### config.mk
export PLATFORM = sky130hd
export DESIGN_NAME = iir_coeff_loader
export DESIGN_NICKNAME = d
export VERILOG_FILES = /design/src/rtl/iir_coeff_loader.sv
export SDC_FILE = /design/constraint.sdc
export NUM_CORES = 1
export LEC_CHECK = 0
export CAP_MARGIN = 20
export CORE_ASPECT_RATIO = 1.75
export CORE_MARGIN = 3
export CORE_UTILIZATION = 25
export DETAILED_ROUTE_END_ITERATION = 12
export HOLD_SLACK_MARGIN = 0.15
export SLEW_MARGIN = 20
export SYNTH_ARGS = -nofsm -noshare
export SYNTH_HDL_FRONTEND = slang
export SYNTH_SLANG_ARGS = --single-unit
### constraint.sdc
create_clock -name clk -period 2.59 [get_ports clk]
set_input_delay 0.3885 -clock clk [delete_from_list [all_inputs] [get_ports clk]]
set_output_delay 0.3885 -clock clk [all_outputs]
set_load 0.03 [all_outputs]
### src/rtl/iir_coeff_loader.sv
// Byte-stream coefficient loader for the IIR lowpass filter: frames header + MSB/LSB pairs into c_we writes.
// Define IIR_COEFF_CHECKSUM_EN to buffer the frame in a shadow store and commit it only on a good trailing checksum.
module iir_coeff_loader #(
    parameter int         NCOEFF  = 20,
    parameter int         COEFF_W = 16,
    parameter logic [7:0] HDR     = 8'hA5,
    parameter int         TIMEOUT = 1024
) (
    input  logic                      clk,
    input  logic                      rst,
    input  logic                      in_valid,
    input  logic [7:0]                in_data,
    output logic                      in_ready,
    output logic                      c_we,
    output logic [$clog2(NCOEFF)-1:0] c_addr,
    output logic [COEFF_W-1:0]        c_in,
    output logic                      busy,
    output logic                      done,
    output logic                      err
);
    localparam int            AW     = $clog2(NCOEFF);
    localparam int            TW     = $clog2(TIMEOUT + 1);
    localparam logic [AW-1:0] K_LAST = AW'(NCOEFF - 1);
    localparam logic [TW-1:0] T_LAST = TW'(TIMEOUT - 1);

    typedef enum logic [2:0] {
        S_IDLE, S_MSB, S_LSB, S_WR, S_CHK, S_COMMIT, S_FIN
    } state_t;

    state_t              state_q;
    logic [AW-1:0]       k_q;
    logic [TW-1:0]       tmo_q;
    logic [7:0]          hi_q;
    logic                in_ready_q;
    logic                c_we_q;
    logic [AW-1:0]       c_addr_q;
    logic [COEFF_W-1:0]  c_in_q;
    logic                busy_q;
    logic                done_q;
    logic                err_q;

    logic                xfer_d;
    logic                tmo_hit_d;
    logic [COEFF_W-1:0]  word_d;

    assign xfer_d    = in_valid && in_ready_q;
    assign tmo_hit_d = (tmo_q == T_LAST) && !xfer_d;
    assign word_d    = {hi_q, in_data};

`ifdef IIR_COEFF_CHECKSUM_EN
    logic [COEFF_W-1:0] shadow_q [NCOEFF];
    logic [7:0]         sum_q;

    always_ff @(posedge clk) begin
        if (state_q == S_LSB && xfer_d) begin
            shadow_q[k_q] <= word_d;
        end
    end
`endif

    // Outputs are registered from the next state so they line up with the state they describe.
    always_ff @(posedge clk) begin
        if (rst) begin
            state_q    <= S_IDLE;
            k_q        <= '0;
            tmo_q      <= '0;
            in_ready_q <= 1'b0;
            c_we_q     <= 1'b0;
            c_addr_q   <= '0;
            c_in_q     <= '0;
            busy_q     <= 1'b0;
            done_q     <= 1'b0;
            err_q      <= 1'b0;
`ifdef IIR_COEFF_CHECKSUM_EN
            sum_q      <= '0;
`endif
        end else begin
            c_we_q <= 1'b0;
            done_q <= 1'b0;
            err_q  <= 1'b0;
            case (state_q)
                S_IDLE: begin
                    in_ready_q <= 1'b1;
                    if (xfer_d && in_data == HDR) begin
                        state_q <= S_MSB;
                        k_q     <= '0;
                        tmo_q   <= '0;
                        busy_q  <= 1'b1;
`ifdef IIR_COEFF_CHECKSUM_EN
                        sum_q   <= '0;
`endif
                    end else begin
                        busy_q <= 1'b0;
                    end
                end
                S_MSB: begin
                    if (xfer_d) begin
                        hi_q    <= in_data;
                        tmo_q   <= '0;
                        state_q <= S_LSB;
`ifdef IIR_COEFF_CHECKSUM_EN
                        sum_q   <= sum_q + in_data;
`endif
                    end else if (tmo_hit_d) begin
                        err_q   <= 1'b1;
                        busy_q  <= 1'b0;
                        state_q <= S_IDLE;
                    end else begin
                        tmo_q <= tmo_q + 1'b1;
                    end
                end
                S_LSB: begin
                    if (xfer_d) begin
                        tmo_q <= '0;
`ifdef IIR_COEFF_CHECKSUM_EN
                        sum_q <= sum_q + in_data;
                        if (k_q == K_LAST) begin
                            state_q <= S_CHK;
                        end else begin
                            k_q     <= k_q + 1'b1;
                            state_q <= S_MSB;
                        end
`else
                        c_we_q     <= 1'b1;
                        c_addr_q   <= k_q;
                        c_in_q     <= word_d;
                        in_ready_q <= 1'b0;
                        state_q    <= S_WR;
`endif
                    end else if (tmo_hit_d) begin
                        err_q   <= 1'b1;
                        busy_q  <= 1'b0;
                        state_q <= S_IDLE;
                    end else begin
                        tmo_q <= tmo_q + 1'b1;
                    end
                end
                S_WR: begin
                    if (k_q == K_LAST) begin
                        state_q <= S_FIN;
                    end else begin
                        k_q        <= k_q + 1'b1;
                        tmo_q      <= '0;
                        in_ready_q <= 1'b1;
                        state_q    <= S_MSB;
                    end
                end
`ifdef IIR_COEFF_CHECKSUM_EN
                S_CHK: begin
                    if (xfer_d) begin
                        if (8'(sum_q + in_data) == 8'h00) begin
                            k_q        <= '0;
                            c_we_q     <= 1'b1;
                            c_addr_q   <= '0;
                            c_in_q     <= shadow_q[0];
                            in_ready_q <= 1'b0;
                            state_q    <= S_COMMIT;
                        end else begin
                            err_q   <= 1'b1;
                            busy_q  <= 1'b0;
                            state_q <= S_IDLE;
                        end
                    end else if (tmo_hit_d) begin
                        err_q   <= 1'b1;
                        busy_q  <= 1'b0;
                        state_q <= S_IDLE;
                    end else begin
                        tmo_q <= tmo_q + 1'b1;
                    end
                end
                S_COMMIT: begin
                    if (k_q == K_LAST) begin
                        state_q <= S_FIN;
                    end else begin
                        k_q      <= k_q + 1'b1;
                        c_we_q   <= 1'b1;
                        c_addr_q <= k_q + 1'b1;
                        c_in_q   <= shadow_q[k_q + 1'b1];
                    end
                end
`endif
                S_FIN: begin
                    done_q     <= 1'b1;
                    busy_q     <= 1'b0;
                    in_ready_q <= 1'b1;
                    state_q    <= S_IDLE;
                end
                default: begin
                    busy_q  <= 1'b0;
                    state_q <= S_IDLE;
                end
            endcase
        end
    end

    assign in_ready = in_ready_q;
    assign c_we     = c_we_q;
    assign c_addr   = c_addr_q;
    assign c_in     = c_in_q;
    assign busy     = busy_q;
    assign done     = done_q;
    assign err      = err_q;

endmodule

==> results of run 1 <==
[layout by cell type (no fill, tap or decap), types with 2 or more instances in the layout]
cell             instances
clkdlybuf4s50_1         36
ha_1                     2
dfxtp_1                 45
nor4bb_1                 2
inv_1                   10
and3_1                   3
nand2_1                 51
nor3b_1                  2
o21ai_1                  9
nor2_1                  11
nor3_1                   7
buf_4                    6
nand3b_1                 2
o21ai_0                  4
a21oi_1                 31
edfxtp_1                 8
o31ai_1                  2
nor2_2                   3
clkbuf_16                5
nand3_1                  3
a31oi_1                  7
nand2b_1                 2
xor2_1                   2
and2_1                   2
nand4_1                  4
nor4_1                   7
[sequential cells by signal (all words and copies together) (netlist names)]
name	count
c_in	16
k_q	5
state_q	3
busy	1
err	1
done	1
c_we	1
in_ready	1
hi_q	8
tmo_q	11
c_addr	5
[routing by layer]
metal  vias to the layer above  global-route usage  part of all wire
li1                        970                   -                 -
met5                         -                   0                 0
met2                        31               0.201              0.55
met1                       865               0.106              0.39
met3                        11              0.0219             0.026
met4                         0              0.0593             0.035
[cell usage after synthesis (all sizes together)]
cell	n
dfxtp	45
ha	2
nor3b	2
o31a	1
xnor2	1
nor4bb	2
nor4	7
a21boi	1
nand3	4
buf	4
o31ai	2
mux2i	1
a22o	1
a311oi	1
a21oi	31
and3b	1
o211ai	1
and2	2
xor2	2
nand2	51
nand3b	2
and4	1
clkbuf	10
nor2b	1
and4bb	1
or2	2
or2b	1
nand2b	2
o2111ai	1
a22oi	1
nor2	15
a31oi	7
nor3	8
a21o	1
nor4b	1
o21ai	14
nand4	4
or3	1
and3	3
edfxtp	8
or4	1
inv	10
[where the power goes]
part | total (mW) | internal [mW] | switching, mW
combinational | 0.0484 | 0.0218 | 0.0266
clock | 0.673 | 0.363 | 0.309
sequential | 0.836 | 0.834 | 0.00126
[kinds of logic (layout without fill, tap and decap cells)]
logic type,after synthesis,after routing,share of synthesized area
buffers and inverters,24,60,0.0448
DFF,53,53,0.504
and+or+nand+nor,112,112,0.259
xor gates and xnor gates,3,3,0.0149
adders and majority gates,2,2,0.0110
AOI/OAI and AO/OA,62,62,0.162
muxes,1,1,0.00442
[stage by stage]
step	hold slack, ns	worst slack [ns]	utilization
final	0.453	0.550	0.333
after CTS	0.457	0.518	0.333
after detailed placement	0.447	0.207	0.316
after global routing	0.474	0.449	0.333
after floorplan	0.447	0.524	-
after global placement	0.442	0.245	0.316
[worst min path at each step]
stage | end | slack (ns) | cells past startpoint
after CTS | c_in[3]$_SDFFE_PP0P_ | 0.46 | 2
final | c_in[6]$_SDFFE_PP0P_ | 0.45 | 2
after detailed placement | c_in[3]$_SDFFE_PP0P_ | 0.45 | 2
after global routing | c_in[1]$_SDFFE_PP0P_ | 0.47 | 2
after floorplan | tmo_q[1]$_SDFFE_PP0P_ | 0.45 | 2
after global placement | c_in[15]$_SDFFE_PP0P_ | 0.44 | 2
[final cells by class]
type | count | area (sq um) | area share
Inverter | 10 | 37.5 | 0.0129
Timing Repair Buffer | 42 | 405 | 0.139
Clock inverter | 3 | 25.0 | 0.00861
Multi-Input combinational cell | 180 | 1030 | 0.353
Tap cell | 117 | 146 | 0.0503
Clock buffer | 5 | 125 | 0.0430
Sequential cell | 53 | 1140 | 0.392
[worst max-delay path, stage by stage]
cell and delay [ns]:
clkdlybuf4s50_1 0.50, nor4bb_1 0.36, buf_4 0.18, and4_2 0.30, nor2_2 0.07, or3_1 0.35
a21oi_1 0.13
==> metrics.md, run 1 <==
| Metric | Value |
|---|---|
| Final Skew | `between 0.007 and 0.008 ns` |
| DR WL/cell | `about 12 um` |
| Mapped Nets | `between 200 and 300` |
| Total GRT Usage | `0.107` |
| Slew margin rel. | `0.637` |
| HP Start | `c_in[6]$_SDFFE_PP0P_` |
| Largest net degree at the start of global routing | `35` |
| Share of cells above drive strength 1 | `0.0956` |
| CTS Buf Count | `5` |
| Routed WL | `5.08 mm` |
| Pleak | `approximately 0.93 nW` |
| RSZ-0062 raised after global routing | `no` |
| R2R cell count | `6` |
| Worst setup SP type | `input port` |
| Final Wtd Congestion | `about 0.80` |
| Fin. Hold Viols | `0` |
| R2r setup slk | `slightly above 0.7 ns` |
| P&R area growth vs syn | `28.4%` |
| Worst VDD drop | `263 uV` |
| Fill cells | `~930` |
| Status | `complete, no violations` |
| CP Launch Point | `in_data[2]` |
| WS Path Type | `in -> reg` |
| Final Net Count | `~300` |
| Synth Cell Area | `~2300 sq um` |
| Slew Viols, Final | `0` |
| Post-Route Setup TNS | `0 ns` |
| Clk_lat worst skew | `approximately 0.3 ns` |
| Routed via count | `roughly 1900` |
| Critical Path End | `k_q[3]$_SDFFE_PP0P_` |
| Pwr Total | `between 1.5 and 2 mW` |
| Yosys warns | `0` |
| Worst hold path class | `reg -> reg` |
| Core region area | `just under 9000 sq um` |
| Final Instance Area | `2910 sq um` |
| Initial Utilization | `0.259` |
| Sequential area share after synthesis | `0.504` |
| Core Rows | `45` |
| DIE HEIGHT | `around 130 um` |
| Antenna Nets Post-Route | `0` |
| Crit Path Max Fanout | `6` |
| WP data arrival | `2.27 ns` |
| Post-CTS sizing | `0` |
| Initial drt markers | `~110` |
| Clk Tree Root Cell | `clkbuf_16` |
| Die area | `about 10000 sq um` |
| DRC Markers | `0` |
| CTS tree | `built` |
| Seq cells post-synth | `between 50 and 60` |
| H-tree depth | `2` |
| Reg clk slew, reported paths | `around 0.07 ns` |
| Count of buffers from port buffering | `36` |
| Reg2Reg Launch Point | `tmo_q[1]$_SDFFE_PP0P_` |
| Dpl cell area | `about 2800 sq um` |
| Tcrit/Tclk final | `0.788` |
| # clock sinks | `53` |
| Layout Cells excl Fill | `410` |
| Area leader, netlist | `dfxtp_1` |
| Total grt overflow | `0` |
| CP Capture Type | `register` |
| Worst endpoint required time | `between 2 and 3 ns` |
| FF-to-FF End | `tmo_q[5]$_SDFFE_PP0P_` |
| DIE WIDTH | `77.9 um` |
| Setup bufs post-CTS | `0` |
| Post-synth top area share | `0.398` |
| Fin crit period | `2.04 ns` |
| I/O pin total | `37` |
| Initial antenna violation count | `0` |
| Highest Clock Rate | `around 490 MHz` |
| Vias per inst | `around 4.6` |
| # Max-Cap Violations | `0` |
| First-pass GRT wire length | `8.87 mm` |
| Netlist cell types | `49` |
| DR pass1 iterations | `4` |
| Area contributors post-synth | `dfxtp_1 (40%), edfxtp_1 (11%), nand2_1 (8.5%)` |
| Mapped Avg Cell Area | `roughly 8.8 sq um` |
| Hpwl dp | `3.83 mm` |
| # diodes | `0` |
| # hold bufs at CTS | `0` |
| Pwr per Cell Area | `535 nW/um^2` |
| Worst Tran Pin Value | `0.542 ns` |
| CTS Buffer Depth | `2` |
| Cell count after synthesis | `approximately 260` |
| Final setup viols | `0` |
| Placed cells | `approximately 400` |
| Number of global-route vias before repair | `1848` |
Power figures use the tool's default switching activity.
==> inputs of run 2 (changes only) <==
==> constraint.sdc (replaced) <==
create_clock -name clk -period 1.9 [get_ports clk]
set_input_delay 0.285 -clock clk [delete_from_list [all_inputs] [get_ports clk]]
set_output_delay 0.285 -clock clk [all_outputs]
set_load 0.03 [all_outputs]
==> run 2 against run 1 <==
Global-route usage increased by 0.32 points. Critical path depth decreased by 1. Final cell count increased by 5.6%. Die area unchanged. Power increased by 52%. Utilization increased by 3.0 points. Via count increased by 5.9%. Routed wire length increased by 3.9%. Final area increased by 9.1%. Clock skew decreased by 0.0017 ns. Clock-buffer cell count unchanged. Setup slack got worse by 0.45 ns.
==> metrics.md, run 2 (synthesis gave the netlist of run 1 again) <==
| Metric | Value |
|---|---|
| Status | `complete, no violations` |
| Slew margin rel. | `0.749 (+0.112)` |
| Highest Clock Rate | `approximately 560 MHz` |
| Crit Path Max Fanout | `7 (+1)` |
| Reg clk slew, reported paths | `0.07 ns (about the same)` |
| Core Rows | `45 (unchanged)` |
| Most common library cell in the layout ignoring fill and taps | `nand2_1` |
| Total GRT Usage | `0.110 (+0.00320)` |
| Initial antenna violation count | `0 (unchanged)` |
| Fin crit period | `about 1.8 ns` |
| Final Net Count | `328 (+7.5%)` |
| Final setup viols | `0 (unchanged)` |
| CP Capture Type | `register` |
| WP data arrival | `2.02 ns (-0.25 ns)` |
| Max stage delay on crit path | `0.65 ns (+0.15 ns)` |
| Die area | `10300 sq um (unchanged)` |
| R2r setup slk | `0.17 ns (-0.54 ns)` |
| Worst VDD drop | `432 uV (+64%)` |
| Pleak | `1.09 nW (+17%)` |
| DIE WIDTH | `77.9 um (unchanged)` |
| Initial drt markers | `85 (-20%)` |
| Fill cells | `877 (-5.3%)` |
| Count of buffers from port buffering | `36 (unchanged)` |
| Final Instance Area | `3170 sq um (+9.1%)` |
| Clk Tree Root Cell | `clkbuf_16` |
| End-of-flow core utilization | `0.364 (+0.0304)` |
| Antenna Nets Post-Route | `0 (unchanged)` |
| Pwr Total | `2.37 mW (+52%)` |
| CP max-delay cell | `or4_1` |
| DRC Markers | `0 (unchanged)` |
| I/O pin total | `37 (unchanged)` |
| Routed via count | `1987 (+5.9%)` |
| DR WL/cell | `12.2 um (-1.6%)` |
| # diodes | `0 (unchanged)` |
| R2R cell count | `7 (+1)` |
| Worst hold path class | `reg -> reg` |
| CTS Buffer Depth | `2 (unchanged)` |
| FF-to-FF End | `tmo_q[8]$_SDFFE_PP0P_` |
| Routed WL | `5.27 mm (+3.9%)` |
| Worst Tran Pin Value | `0.373 ns (-0.169 ns)` |
| Worst hold endpoint | `c_addr[3]$_SDFFE_PP0P_` |
| DIE HEIGHT | `132 um (unchanged)` |
| Dpl cell area | `2950 sq um (+7.1%)` |
| Worst setup margin | `0.103 ns (-0.447 ns)` |
| Placed cells | `424 (+5.5%)` |
| Initial Utilization | `0.259 (unchanged)` |
| Largest net degree at the start of global routing | `29 (-17%)` |
| Hold depth | `2 (unchanged)` |
| # Max-Cap Violations | `0 (unchanged)` |
| Total grt overflow | `0 (unchanged)` |
| First-pass GRT wire length | `9.40 mm (+6.0%)` |
| P&R area growth vs syn | `40.1%` |
| Clk_lat worst skew | `0.29 ns (about the same)` |
| HP Start | `c_addr[3]$_SDFFE_PP0P_` |
| CTS Buf Count | `5 (unchanged)` |
| Number of global-route vias before repair | `2086 (+13%)` |
| Pwr per Cell Area | `746 nW/um^2 (+39%)` |
| # hold bufs at CTS | `0 (unchanged)` |
| Worst endpoint required time | `2.12 ns (-0.70 ns)` |
| # clock sinks | `53 (unchanged)` |
| Worst path top cell family by delay | `simple AND/OR/NAND/NOR gates` |
| Vias per inst | `4.59 (+0.24%)` |
| Share of cells above drive strength 1 | `0.171 (+0.0753)` |
| Final Wtd Congestion | `0.820 (+2.5%)` |
| Final Skew | `0.00590 ns (-0.00170 ns)` |
| CTS tree | `built` |
| Core region area | `8730 sq um (unchanged)` |
| Fin. Hold Viols | `0 (unchanged)` |
| Worst setup SP type | `input port` |
| H-tree depth | `2 (unchanged)` |
| Buf+Inv Stages, Crit Path | `1 (-1)` |
| Slew Viols, Final | `0 (unchanged)` |
| Most frequent cells in the layout | `nand2_1 (51), dfxtp_1 (45), clkdlybuf4s50_1 (36)` |
| DP Worst Slack | `-0.352 ns (-0.560 ns)` |
| Reg2Reg Launch Point | `tmo_q[0]$_SDFFE_PP0P_` |
| Hold Slack | `0.454 ns (+0.000818 ns)` |
| Post-Route Setup TNS | `0 ns (unchanged)` |
| Hpwl dp | `4.11 mm (+7.4%)` |
| WS Path Type | `in -> reg` |
| DR pass1 iterations | `4 (unchanged)` |
| Max FFs per register | `16 (unchanged)` |
| Crit path cell chain | `clkdlybuf4s50_1 > and2_1 > or4_1 > a31oi_1 > a22oi_1 > o21ai_1` |
| Tcrit/Tclk final | `0.946` |
| Layout Cells excl Fill | `433 (+5.6%)` |
[run 2: cell types whose count changed in the layout (fill, tap and decap cells not counted), sizes merged]
cell	before	now
clkinvlp	1	0
inv	11	10
bufinv	0	2
buf	6	29
[run 2: cell type report]
cell class / instances / area [sq um] / area share
clock buffer: 5 / 125 / 0.0394
clock inverter: 3 / 65.1 / 0.0205
inverter: 10 / 37.5 / 0.0118
multi-input combinational: 180 / 1050 / 0.332
sequential: 53 / 1140 / 0.360
tap: 117 / 146 / 0.0461
timing repair buffer: 65 / 603 / 0.190
[run 2: worst max-delay path by stage]
| stage | start | end | slack (ns) | depth (start not counted) |
|---|---|---|---|---|
| finish | in_valid | tmo_q[8]$_SDFFE_PP0P_ | 0.10 | 6 |
| global route | tmo_q[0]$_SDFFE_PP0P_ | tmo_q[7]$_SDFFE_PP0P_ | -0.007 | 7 |
| CTS | in_data[2] | k_q[3]$_SDFFE_PP0P_ | 0.04 | 7 |
| detailed placement | in_data[2] | k_q[3]$_SDFFE_PP0P_ | -0.35 | 7 |
| global placement | in_data[2] | k_q[3]$_SDFFE_PP0P_ | -0.33 | 7 |
| floorplan | tmo_q[0]$_SDFFE_PP0P_ | tmo_q[5]$_SDFFE_PP0P_ | 0.23 | 6 |
[run 2: timing repair]
action                                  4_1_cts  5_1_grt
endpoints found under the setup margin        9        9
cloned                                        0        0
pin swaps                                     0        2
buffers inserted                              0        1
resized for setup                             1        2
[run 2: report_power, final]
part,switching (mW),internal (mW),total (mW)
combinational,0.0422,0.0478,0.0900
sequential,0.00192,1.14,1.14
clock,0.384,0.752,1.14
total,0.428,1.94,2.37
[run 2: tightest hold or removal path, stage by stage, from the launching register on]
cell and delay [ns]:
dfxtp_1 0.31, nand2_1 0.05, a21oi_1 0.05
[run 2: layer usage]
layer / share of wire / up-vias / GRT usage
li1: - / 1016 / -
met1: 0.39 / 927 / 0.113
met2: 0.56 / 36 / 0.212
met3: 0.035 / 8 / 0.0226
met4: 0.021 / 0 / 0.0428
met5: 0 / - / 0
==> inputs of run 3 (changes only) <==
--- a/config.mk
+++ b/config.mk
@@ -9,6 +9,7 @@
 export CORE_ASPECT_RATIO = 1.75
 export CORE_MARGIN = 3
 export CORE_UTILIZATION = 25
+export CTS_CLUSTER_SIZE = 25
 export DETAILED_ROUTE_END_ITERATION = 12
 export HOLD_SLACK_MARGIN = 0.15
 export SLEW_MARGIN = 20
==> results of run 3 <==
Same layout as run 2: the final DEF is identical, and so are final timing and power.
